$ cat src/rtl/spi_minion_loopback_sched.sv
// Packet scheduler between the SPI minion adapter and the device port.
// Routes data to the device or loops it back, and buffers responses.
module spi_minion_loopback_sched #(
    parameter int pack_size = 32,
    parameter int nentries  = 4
) (
    input  logic                 clk,
    input  logic                 reset,
    input  logic                 push_en,
    input  logic [pack_size-1:0] push_msg,
    input  logic                 pull_en,
    output logic [pack_size-1:0] pull_msg,
    output logic [pack_size-3:0] dev_send_msg,
    output logic                 dev_send_val,
    input  logic                 dev_send_rdy,
    input  logic [pack_size-3:0] dev_recv_msg,
    input  logic                 dev_recv_val,
    output logic                 dev_recv_rdy,
    output logic                 loop_en,
    output logic                 overflow
);

    localparam int P  = pack_size - 2;
    localparam int AW = $clog2(nentries);

    typedef enum logic {IDLE, BUSY} state_t;

    state_t         state_q, state_d;
    logic [P-1:0]   send_msg_q, send_msg_d;
    logic           loop_q, loop_d;
    logic           ovf_q, ovf_d;
    logic [AW:0]    wr_ptr_q, wr_ptr_d;
    logic [AW:0]    rd_ptr_q, rd_ptr_d;
    logic [P-1:0]   mem_q [nentries];

    logic           pkt_val, pkt_cfg;
    logic [P-1:0]   payload;
    logic           cfg_wr, data_pkt;
    logic           full, empty, credit;
    logic           push_enq, dev_enq, enq, deq;
    logic           send_acc, drop;
    logic [P-1:0]   enq_data;

    assign pkt_val  = push_msg[pack_size-1];
    assign pkt_cfg  = push_msg[pack_size-2];
    assign payload  = push_msg[P-1:0];
    assign cfg_wr   = push_en && pkt_val && pkt_cfg;
    assign data_pkt = push_en && pkt_val && !pkt_cfg;

    assign empty = (wr_ptr_q == rd_ptr_q);
    assign full  = (wr_ptr_q[AW] != rd_ptr_q[AW]) &&
                   (wr_ptr_q[AW-1:0] == rd_ptr_q[AW-1:0]);
    assign credit = (state_q == IDLE);

    // Loopback and device paths are exclusive through loop_q.
    assign push_enq = data_pkt && loop_q && !full;
    assign dev_recv_rdy = !loop_q && !full;
    assign dev_enq  = dev_recv_val && dev_recv_rdy;
    assign enq      = push_enq || dev_enq;
    assign enq_data = loop_q ? payload : dev_recv_msg;
    assign deq      = pull_en && !empty;

    assign send_acc = data_pkt && !loop_q && (state_q == IDLE);
    assign drop     = data_pkt && (loop_q ? full : (state_q == BUSY));

    assign pull_msg = empty ? {1'b0, credit, {P{1'b0}}}
                            : {1'b1, credit, mem_q[rd_ptr_q[AW-1:0]]};

    assign dev_send_val = (state_q == BUSY);
    assign dev_send_msg = send_msg_q;
    assign loop_en      = loop_q;
    assign overflow     = ovf_q;

    always_comb begin
        state_d    = state_q;
        send_msg_d = send_msg_q;
        unique case (state_q)
            IDLE: if (send_acc) begin
                state_d    = BUSY;
                send_msg_d = payload;
            end
            BUSY: if (dev_send_rdy) state_d = IDLE;
            default: state_d = IDLE;
        endcase
    end

    always_comb begin
        loop_d   = loop_q;
        ovf_d    = ovf_q;
        wr_ptr_d = wr_ptr_q;
        rd_ptr_d = rd_ptr_q;
        if (cfg_wr) loop_d = payload[0];
        // A clear request beats a drop in the same cycle.
        if (cfg_wr && payload[1]) ovf_d = 1'b0;
        else if (drop)            ovf_d = 1'b1;
        if (enq) wr_ptr_d = wr_ptr_q + 1'b1;
        if (deq) rd_ptr_d = rd_ptr_q + 1'b1;
    end

    always_ff @(posedge clk or posedge reset) begin
        if (reset) begin
            state_q    <= IDLE;
            send_msg_q <= '0;
            loop_q     <= 1'b0;
            ovf_q      <= 1'b0;
            wr_ptr_q   <= '0;
            rd_ptr_q   <= '0;
        end else begin
            state_q    <= state_d;
            send_msg_q <= send_msg_d;
            loop_q     <= loop_d;
            ovf_q      <= ovf_d;
            wr_ptr_q   <= wr_ptr_d;
            rd_ptr_q   <= rd_ptr_d;
        end
    end

    always_ff @(posedge clk) begin
        if (enq) mem_q[wr_ptr_q[AW-1:0]] <= enq_data;
    end

endmodule

$ cat config.mk
export PLATFORM = sky130hd
export DESIGN_NAME = spi_minion_loopback_sched
export DESIGN_NICKNAME = d
export VERILOG_FILES = /design/src/rtl/spi_minion_loopback_sched.sv
export SDC_FILE = /design/constraint.sdc
export NUM_CORES = 1
export LEC_CHECK = 0
export BUFFER_PORTS_ARGS = -buffer_cell sky130_fd_sc_hd__buf_2
export CORE_MARGIN = 2
export CORE_UTILIZATION = 25
export DETAILED_ROUTE_END_ITERATION = 7
export GPL_TIMING_DRIVEN = 0
export HOLD_SLACK_MARGIN = 0.1
export PLACE_DENSITY_LB_ADDON = 0.08
export SYNTH_ARGS = -nofsm -noshare
export SYNTH_HDL_FRONTEND = slang
export SYNTH_SLANG_ARGS = --single-unit
$ cat constraint.sdc
create_clock -name clk -period 3.22 [get_ports clk]
set_input_delay 0.805 -clock clk [delete_from_list [all_inputs] [get_ports clk]]
set_output_delay 0.805 -clock clk [all_outputs]
set_load 0.01 [all_outputs]
==> flow_summary.toml, run 1 <==
[cells_and_area]
nFillCells = 2658
drive_above_1_share_pct = 54.8
fin_nets = 576
fin_util_pct = 31.8
finalNonFillerCells = 857
area_growth_pct = 26.2
postLayoutCellArea_sq_um = 8510
regArea_sq_um = 4580
antenna_cells = 0
multi_input_area_sq_um = 2010

[cts]
h-tree-depth = 4
cts_buffers = 17
cts_buffer_depth = 2
clk_latency_ns = 0.43
cts_tree = "built"
cts.reportedPaths.clkPinSlew_ns = 0.06
clockRootBuffer = "clkbuf_16"
cts_sinks = 159

[critical_path]
r2r_start = "loop_en"
r2r-end = "mem_q[0][0]"
cpLargestDelayFamily = "buffers and inverters"
critPathRequiredTime_ns = 2.41
path_cells = "buf_2 -> clkbuf_1 -> mux4_2 -> nor2b_1 -> buf_2"
rrSetupSlack_ns = 0.93
cp_num_buf_inv = 3
crit_path_max_incr_delay_ns = 0.56
r2r_cells = 5
critical_path_class = "reg2out"
end_kind = "output pin"
critPathLaunchType = "flip-flop"
path_common_cell = "buf_2"
crit_slowest_cell = "clkbuf_1"
crit_arrival_ns = 2.23
cp_max_fo = 10

[yosys]
synthSimpleGateAreaFrac_pct = 4.29
yosys-mux-area-fraction_pct = 22.2
synthCells = 346
synth_top_family_by_area = "multiplexers"
ys_types = 33
synth_area_leader_cell = "edfxtp_1"
synth_xor_area_share_pct = 1.15
syn_area_per_cell_sq_um = 19.5
yosysSeqAreaShare_pct = 68.0
synthFlopType = "edfxtp_1"
synth_seq_cells = 159
yosysWarnings = 0
synth_common_cells = "edfxtp_1 (120), dfrtp_1 (39), mux2_2 (33)"
synth-compound-area-share_pct = 1.19
yosysTopAreaCellShare_pct = 53.5
synth_fa_ha_area_share_pct = 0.928
synth.most_common_cell = "edfxtp_1"
synth_edf_count = 120
synthTopCellsByArea = "edfxtp_1 (53%), dfrtp_1 (14%), mux4_2 (10%)"
async_reset_ff_share_pct = 24.5
synth_nets = 419
netlist_area_sq_um = 6740

[drt]
vias_per_cell = 4.24
num_vias = 3631
drc_errors = 0
drt_iter0_drc = 127
ant_nets = 0
drt-wirelength-per-cell_microns = 19.2
drt_wl_total_mm = 16.4
drt_pass1_iterations = 4

[grt]
grt_pass1_wl_mm = 24.5
grt_remaining_overflow = 0
antenna_found_initial = 0
grt_max_degree = 31
grtUsageTotal_pct = 12.1
grt_pass1_vias = 3880

[floorplan]
start_util_pct = 25.2
io_pins = 134
die_h_microns = 168
die_area_sq_um = 28300
core_region_area_sq_um = 26700
rows = 60
die_w_microns = 168

[place]
placed_cell_area_sq_um = 7950
pre_cts_ws_ns = 0.382
place_hpwl_mm = 11.0
portBuffers = 133
gp_congestion = 0.659
placedCellCount = 825

[timing]
min_period_ns = 3.03
slew_viol_final = 0
grt_setup_unrepaired = "false"
slew_headroom_pct = 48.5
setup_viol = 0
max_freq_ghz = 0.330
hold_viol = 0
timing.final.ws_setup_ns = 0.190
finalCritPeriodShare_pct = 94.1
skew_ns = 0.0176
tightest_slew_ns = 0.772

[pwr]
ir_worst_vdd_v = 0.000323
leakagePower_nw = 3.29
power_density_nw_per_um2 = 901
power_mw = 7.66

[flow_run]
drv_cap = 0

[hold_path]
hold_class = "in2async"

[status]
run_status = "completed"
## state kept, by name (all words and copies together), names as in the netlist
| register | flops |
|---|---|
| loop_en | 1 |
| mem_q | 120 |
| overflow | 1 |
| dev_send_val | 1 |
| rd_ptr_q | 3 |
| dev_send_msg | 30 |
| wr_ptr_q | 3 |
## per-layer routing
layer	vias up	GRT usage [%]	wire, microns
met5	-	0	0
met4	0	4.16	229
met3	12	2.61	648
met2	103	19.6	7880
met1	1864	16.1	7690
li1	1652	-	-
## worst register-to-register path, delay by kind of cell, from the launching register on
kind / cells / cell delay (ns)
AO/OA/AOI/OAI: 1 / 0.38
buffers and inverters: 2 / 0.41
flip-flops: 1 / 0.36
AND/OR/NAND/NOR: 2 / 0.84
## cells in the final DEF, fill, tap and decap left out, types with 3 or more instances in the layout
| master | netlist | final |
|---|---|---|
| buf_2 | 5 | 138 |
| edfxtp_1 | 120 | 120 |
| dfrtp_1 | 39 | 39 |
| mux2_2 | 33 | 33 |
| nor2b_1 | 31 | 31 |
| mux4_2 | 30 | 30 |
| mux2_4 | 29 | 29 |
| clkbuf_16 | 0 | 17 |
| clkbuf_1 | 6 | 8 |
| inv_1 | 6 | 5 |
| xnor2_1 | 5 | 5 |
| buf_6 | 5 | 5 |
| ha_1 | 5 | 5 |
| buf_4 | 4 | 4 |
| and2_2 | 0 | 4 |
| clkinvlp_4 | 0 | 4 |
| nand2b_1 | 3 | 3 |
| buf_12 | 0 | 3 |
## area by class of cell
cell class	count	area share, %
Clock inverter	12	1.31
Timing Repair Buffer	138	9.18
Buffer	20	1.59
Clock buffer	20	5.13
Tap cell	341	5.02
Multi-Input combinational cell	161	23.7
Sequential cell	159	53.8
Inverter	6	0.265
## repair_timing
item                                    CTS  global route
buffers inserted                          0             0
endpoints found under the setup margin   20             2
hold endpoints to repair                  0             0
gates cloned                              0             0
resized for setup                         1             2
hold buffers                              0             0
pin swaps                                 0             0
## cell families (layout without fill, tap and decap cells)
logic type               after synthesis  after routing
AO/OA/AOI/OAI                         10             10
XOR/XNOR                               8              8
adder cells (fa/ha/maj)                5              5
buffers and inverters                 26            196
flip-flops                           159            159
multiplexers                          93             93
AND/OR/NAND/NOR                       45             45
## per-stage QoR
step / TNS [ns] / hold slack (ns)
after floorplan: 0 / 0.522
after global placement: -50.66 / 0.482
after detailed placement: 0 / 0.486
after CTS: 0 / 0.313
after global routing: 0 / 0.329
final: 0 / 0.325
## worst max path at each step
stage,cells past startpoint,from,endpoint
detailed placement,6,rd_ptr_q[0],pull_msg[9]
CTS,5,rd_ptr_q[1],pull_msg[2]
global route,5,rd_ptr_q[1],pull_msg[12]
finish,5,rd_ptr_q[1],pull_msg[28]
floorplan,3,push_msg[30],mem_q[2][0]
global placement,4,push_msg[30],mem_q[0][23]
## where the power goes
group	internal [mW]	switching, mW
Combinational	1.36	1.53
Sequential	2.70	0.158
Clock	1.07	0.845
Total	5.13	2.53
(Power assumes the default switching activity.)
==> inputs of run 2 (changes only) <==
PLACE_DENSITY = 0.39   (was not set)
PLACE_DENSITY_LB_ADDON = not set   (was 0.08)
==> run 2 against run 1 <==
Effect of this change: maximum frequency rose by 4.0%; critical path type unchanged; global-route usage fell by 0.30 points; register-to-register slack improved by 0.07 ns; critical path depth rose by 1; sequential power barely moved.
==> flow_summary.toml, run 2 (synthesis gave the netlist of run 1 again) <==
[status]
run_status = "completed"

[critical_path]
path_cells = "buf_2 -> xor2_1 -> nor3_2 -> buf_2 -> nor2b_1 -> buf_2"
r2r_start = "loop_en"
crit_slowest_cell = "dfrtp_1"
path_common_cell = "buf_2"
critPathLaunchType = "flip-flop"
setup.worst_path.start = "rd_ptr_q[0]"
rrSetupSlack_ns = 1.00
crit_arrival_ns = 2.11
crit_path_max_incr_delay_ns = 0.37
critical_path_class = "reg2out"
cpLargestDelayFamily = "buffers and inverters"
cp_max_fo = 10
critPathRequiredTime_ns = 2.41
end_kind = "output pin"
cp_num_buf_inv = 3

[pwr]
p_seq_share_pct = 37.0
ir_worst_vdd_v = 0.000264
power_density_nw_per_um2 = 906
p_comb_share_pct = 37.3
clkPwrFrac_pct = 25.8
internal_power_mw = 5.17
leakagePower_nw = 3.32
sw_frac_of_total_pct = 33.1
power_switching_mw = 2.56

[grt]
grt_max_degree = 31
grt_pass1_wl_mm = 24.2
grt_pass1_vias = 3964
antenna_found_initial = 0
grt_remaining_overflow = 0
grtUsageTotal_pct = 11.8

[timing]
finalCritPeriodShare_pct = 90.5
tightest_slew_ns = 0.781
skew_ns = 0.0133
setup_viol = 0
grt_setup_unrepaired = "false"
min_period_ns = 2.91
hold_viol = 0
max_freq_ghz = 0.343
slew_viol_final = 0
holdWs_ns = 0.314
setup_tns_ns = 0
slew_headroom_pct = 47.9

[place]
place_hpwl_mm = 10.9
placed_cell_area_sq_um = 7940
portBuffers = 133
gp_congestion = 0.687

[cells_and_area]
antenna_cells = 0
final_cell_mix = "buf_2 (138), edfxtp_1 (120), dfrtp_1 (39), mux2_2 (33), nor2b_1 (31)"
final_common_cell = "buf_2"
fin_nets = 576
drive_above_1_share_pct = 56.0
largest_register_ffs = 120
postLayoutCellArea_sq_um = 8530
area_growth_pct = 26.6

[cts]
h-tree-depth = 4
clockRootBuffer = "clkbuf_16"
cts_sinks = 159
cts_buffers = 17
cts_hold_buf = 0
cts_tree = "built"
post_cts_buffers = 0
cts.reportedPaths.clkPinSlew_ns = 0.07
clk_latency_ns = 0.42
cts_buffer_depth = 2

[floorplan]
start_util_pct = 25.2
core_region_area_sq_um = 26700
die_h_microns = 168
die_w_microns = 168
rows = 60
io_pins = 134
die_area_sq_um = 28300

[drt]
ant_nets = 0
drt_iter0_drc = 161
drt_pass1_iterations = 4
drt_wl_total_mm = 16.0
drt-wirelength-per-cell_microns = 18.6
vias_per_cell = 4.19
drc_errors = 0
num_vias = 3592

[hold_path]
hold_class = "in2async"

[flow_run]
drv_cap = 0
==> run 2: area by class of cell <==
class | instances | area [sq um]
fill | 2652 | 18200
timing repair buffer | 138 | 773
multi-input combinational | 161 | 2010
tap | 341 | 427
clock buffer | 18 | 439
sequential | 159 | 4580
inverter | 6 | 22.5
clock inverter | 14 | 143
buffer | 20 | 138
==> run 2: through the flow <==
| stage | total power, mW | instances | setup slack [ns] | utilization [%] |
|---|---|---|---|---|
| 2_1_floorplan | 4.70 | 346 | 0.706 | - |
| 3_3_place_gp | 5.80 | 820 | -0.349 | 29.3 |
| 4_1_cts | 7.94 | 857 | 0.0331 | 31.9 |
| 3_5_place_dp | 5.90 | 825 | 0.424 | 29.7 |
| 6_report | 7.73 | 857 | 0.306 | 31.9 |
| 5_1_grt | 8.24 | 857 | 0.112 | 31.9 |
==> run 2: final timing paths <==
check	endpoint	cells after the start
max in group asynchronous	dev_send_msg[19]	3
worst min register to register	dev_send_msg[27]	1
min in group clk	dev_send_msg[27]	1
worst min-delay path	dev_send_msg[10]	2
worst max-delay path	pull_msg[4]	6
worst max register to register	mem_q[3][15]	5
==> run 2: power by group through the flow <==
stage	Combinational (mW)	Sequential [mW]	Clock, mW
after global routing	3.19	2.90	2.16
final	2.88	2.86	1.99
after detailed placement	2.99	2.90	0
after CTS	3.01	2.86	2.07
after floorplan	1.77	2.93	0
after global placement	2.90	2.90	0
==> run 2: repair_timing <==
item / CTS / global route
gates resized for setup: 1 / 7
pin swaps: 0 / 0
setup endpoints to repair: 4 / 12
==> run 2: metal layers <==
metal  global-route usage, %  wire length (microns)  vias to the layer above
met5                       0                      0                        -
met4                    3.60                    156                        0
met3                    2.63                    586                        8
met2                    20.5                   8240                       79
met1                    14.6                   6990                     1841
li1                        -                      -                     1664
==> inputs of run 3 (changes only) <==
ABC_AREA = 1   (was not set)
CTS_BUF_LIST = sky130_fd_sc_hd__clkbuf_8   (was not set)
==> run 3 against run 2 <==
Effect of this change: clock skew rose by 0.0063 ns; largest cell class unchanged; non-clock buffer count rose by 16; sequential share of layout area rose by 1.1 points; total power fell by 2.5%; global-route usage rose by 2.3 points; maximum frequency fell by 1.5%; area after synthesis fell by 0.28%; synthesized cell count rose by 82%; critical path depth rose by 2; die area fell by 0.27%; setup slack got worse by 0.046 ns; worst hold slack got worse by 0.055 ns.
==> flow_summary.toml, run 3 <==
[status]
run_status = "completed"

[yosys]
synth_seq_cells = 159
synth_fa_ha_area_share_pct = 0.931
ys_types = 26
synthTopCellsByArea = "edfxtp_1 (54%), dfrtp_1 (15%), o21ai_0 (8.5%)"
synthFlopType = "edfxtp_1"
yosysTopAreaCellShare_pct = 53.6
yosysWarnings = 0
synth_area_leader_cell = "edfxtp_1"
syn_area_per_cell_sq_um = 10.7
netlist_area_sq_um = 6720
synth_top_family_by_area = "compound AO/OA/AOI/OAI gates"
synth_common_cells = "edfxtp_1 (120), o21ai_0 (114), nand2_1 (113)"
synth-compound-area-share_pct = 12.0
synthSimpleGateAreaFrac_pct = 11.7
synth_edf_count = 120
synthCells = 628
synth_xor_area_share_pct = 0.391
yosys-mux-area-fraction_pct = 0
synth.most_common_cell = "edfxtp_1"
synth_nets = 701
async_reset_ff_share_pct = 24.5
yosysSeqAreaShare_pct = 68.1

[timing]
max_freq_ghz = 0.338
skew_ns = 0.0196
slew_viol_final = 0
holdWs_ns = 0.259
hold_viol = 0
setup_tns_ns = 0
grt_setup_unrepaired = "false"
slew_headroom_pct = 40.7
min_period_ns = 2.96
tightest_slew_ns = 0.880
finalCritPeriodShare_pct = 91.9
setup_viol = 0
timing.final.ws_setup_ns = 0.260

[grt]
grt_remaining_overflow = 0
met1_usage_pct = 19.8
grt_pass1_vias = 4988
top_usage_layer = "met2"
grt_use_met3_pct = 2.77
grtUsageTotal_pct = 14.1
use_met2_pct = 21.9
grt_max_degree = 30
grt_pass1_wl_mm = 29.6
antenna_found_initial = 1

[critical_path]
critPathRequiredTime_ns = 2.41
critical_path_class = "reg2out"
end_kind = "output pin"
cp_max_fo = 10
crit_arrival_ns = 2.16
critPathLaunchType = "flip-flop"
rrSetupSlack_ns = 0.93

[cells_and_area]
fin_nets = 858
fin_util_pct = 31.4
final_common_cell = "buf_2"
drive_above_1_share_pct = 25.1
area_growth_pct = 24.4
largest_register_ffs = 120
postLayoutCellArea_sq_um = 8360
finalNonFillerCells = 1141
final_cell_mix = "buf_2 (141), edfxtp_1 (120), o21ai_0 (114), nand2_1 (113), inv_1 (72)"

[place]
placedCellCount = 1107
portBuffers = 133
pre_cts_ws_ns = 0.543
place_hpwl_mm = 13.2
gp_congestion = 0.701
placed_cell_area_sq_um = 7950

[drt]
drc_errors = 0
drt-wirelength-per-cell_microns = 17.2
vias_per_cell = 4.25
drt_wl_total_mm = 19.6
drt_pass1_iterations = 4
ant_nets = 0
drt_iter0_drc = 266
num_vias = 4851

[cts]
cts_buffers = 17
clk_latency_ns = 0.46
cts_sinks = 159
cts_hold_buf = 0
h-tree-depth = 4
post_cts_buffers = 0
cts_tree = "built"
clockRootBuffer = "clkbuf_8"
cts.reportedPaths.clkPinSlew_ns = 0.10
cts_buffer_depth = 2
cts_resized = 0

[pwr]
p_seq_share_pct = 37.8
p_comb_share_pct = 42.1
ir_worst_vdd_v = 0.000269
clkPwrFrac_pct = 20.1
power_switching_mw = 3.09
internal_power_mw = 4.44
leakagePower_nw = 3.62
power_density_nw_per_um2 = 902
power_mw = 7.53
sw_frac_of_total_pct = 41.1

[floorplan]
die_h_microns = 168
core_region_area_sq_um = 26700
die_w_microns = 168
die_area_sq_um = 28200
rows = 60
start_util_pct = 25.2
io_pins = 134

[flow_run]
drv_cap = 0

[hold_path]
hold_class = "in2async"
run 3: cell types whose count changed after synthesis, sizes merged, moves of 14 or more:
cell	before	now
clkbuf	6	20
inv	6	76
mux2	63	0
o21ai	2	122
nor2	0	67
nand2	0	118
mux4	30	0
o22ai	0	30
nor2b	31	0
run 3: power groups by stage:
stage	logic, mW	registers, mW	clock network (mW)
6_report	3.17	2.85	1.51
5_1_grt	3.58	2.89	1.65
4_1_cts	3.27	2.85	1.57
3_5_place_dp	3.26	2.89	0
3_3_place_gp	3.17	2.93	0
2_1_floorplan	1.80	2.93	0
run 3: worst paths after layout:
path / cells after the start / end / start
worst max-delay path: 8 / pull_msg[2] / rd_ptr_q[0]
worst min-delay path: 2 / dev_send_msg[25] / reset
worst max register to register: 8 / mem_q[3][13] / loop_en
worst min register to register: 2 / dev_send_msg[10] / dev_send_msg[10]
max in group asynchronous: 3 / wr_ptr_q[1] / reset
min in group clk: 2 / dev_send_msg[10] / dev_send_msg[10]
run 3: final cells by class:
cell class	instances	area, sq um
antenna	2	5.00
clock inverter	13	140
inverter	76	288
clock buffer	19	262
multi-input combinational	357	1710
fill	2802	18300
buffer	36	176
timing repair buffer	138	773
tap	341	427
sequential	159	4580
run 3: worst max-delay path: stages, from the launching register on:
cell	delay (ns)
dfrtp_1	0.39
buf_4	0.18
inv_4	0.10
clkbuf_1	0.43
o21ai_0	0.15
o22ai_1	0.17
nand2_1	0.11
inv_1	0.06
buf_2	0.12
run 3: logic make-up after synthesis:
group                      Yosys count
buffers and inverters              112
AOI/OAI and AO/OA                  153
and+or+nand+nor                    196
DFF                                159
xor gates and xnor gates             3
adders and majority gates            5
run 3: layer usage:
layer	share of wire [%]	vias to the layer above
met5	0	-
met3	4.8	12
met1	50	2289
met2	44	119
li1	-	2431
met4	0.87	0
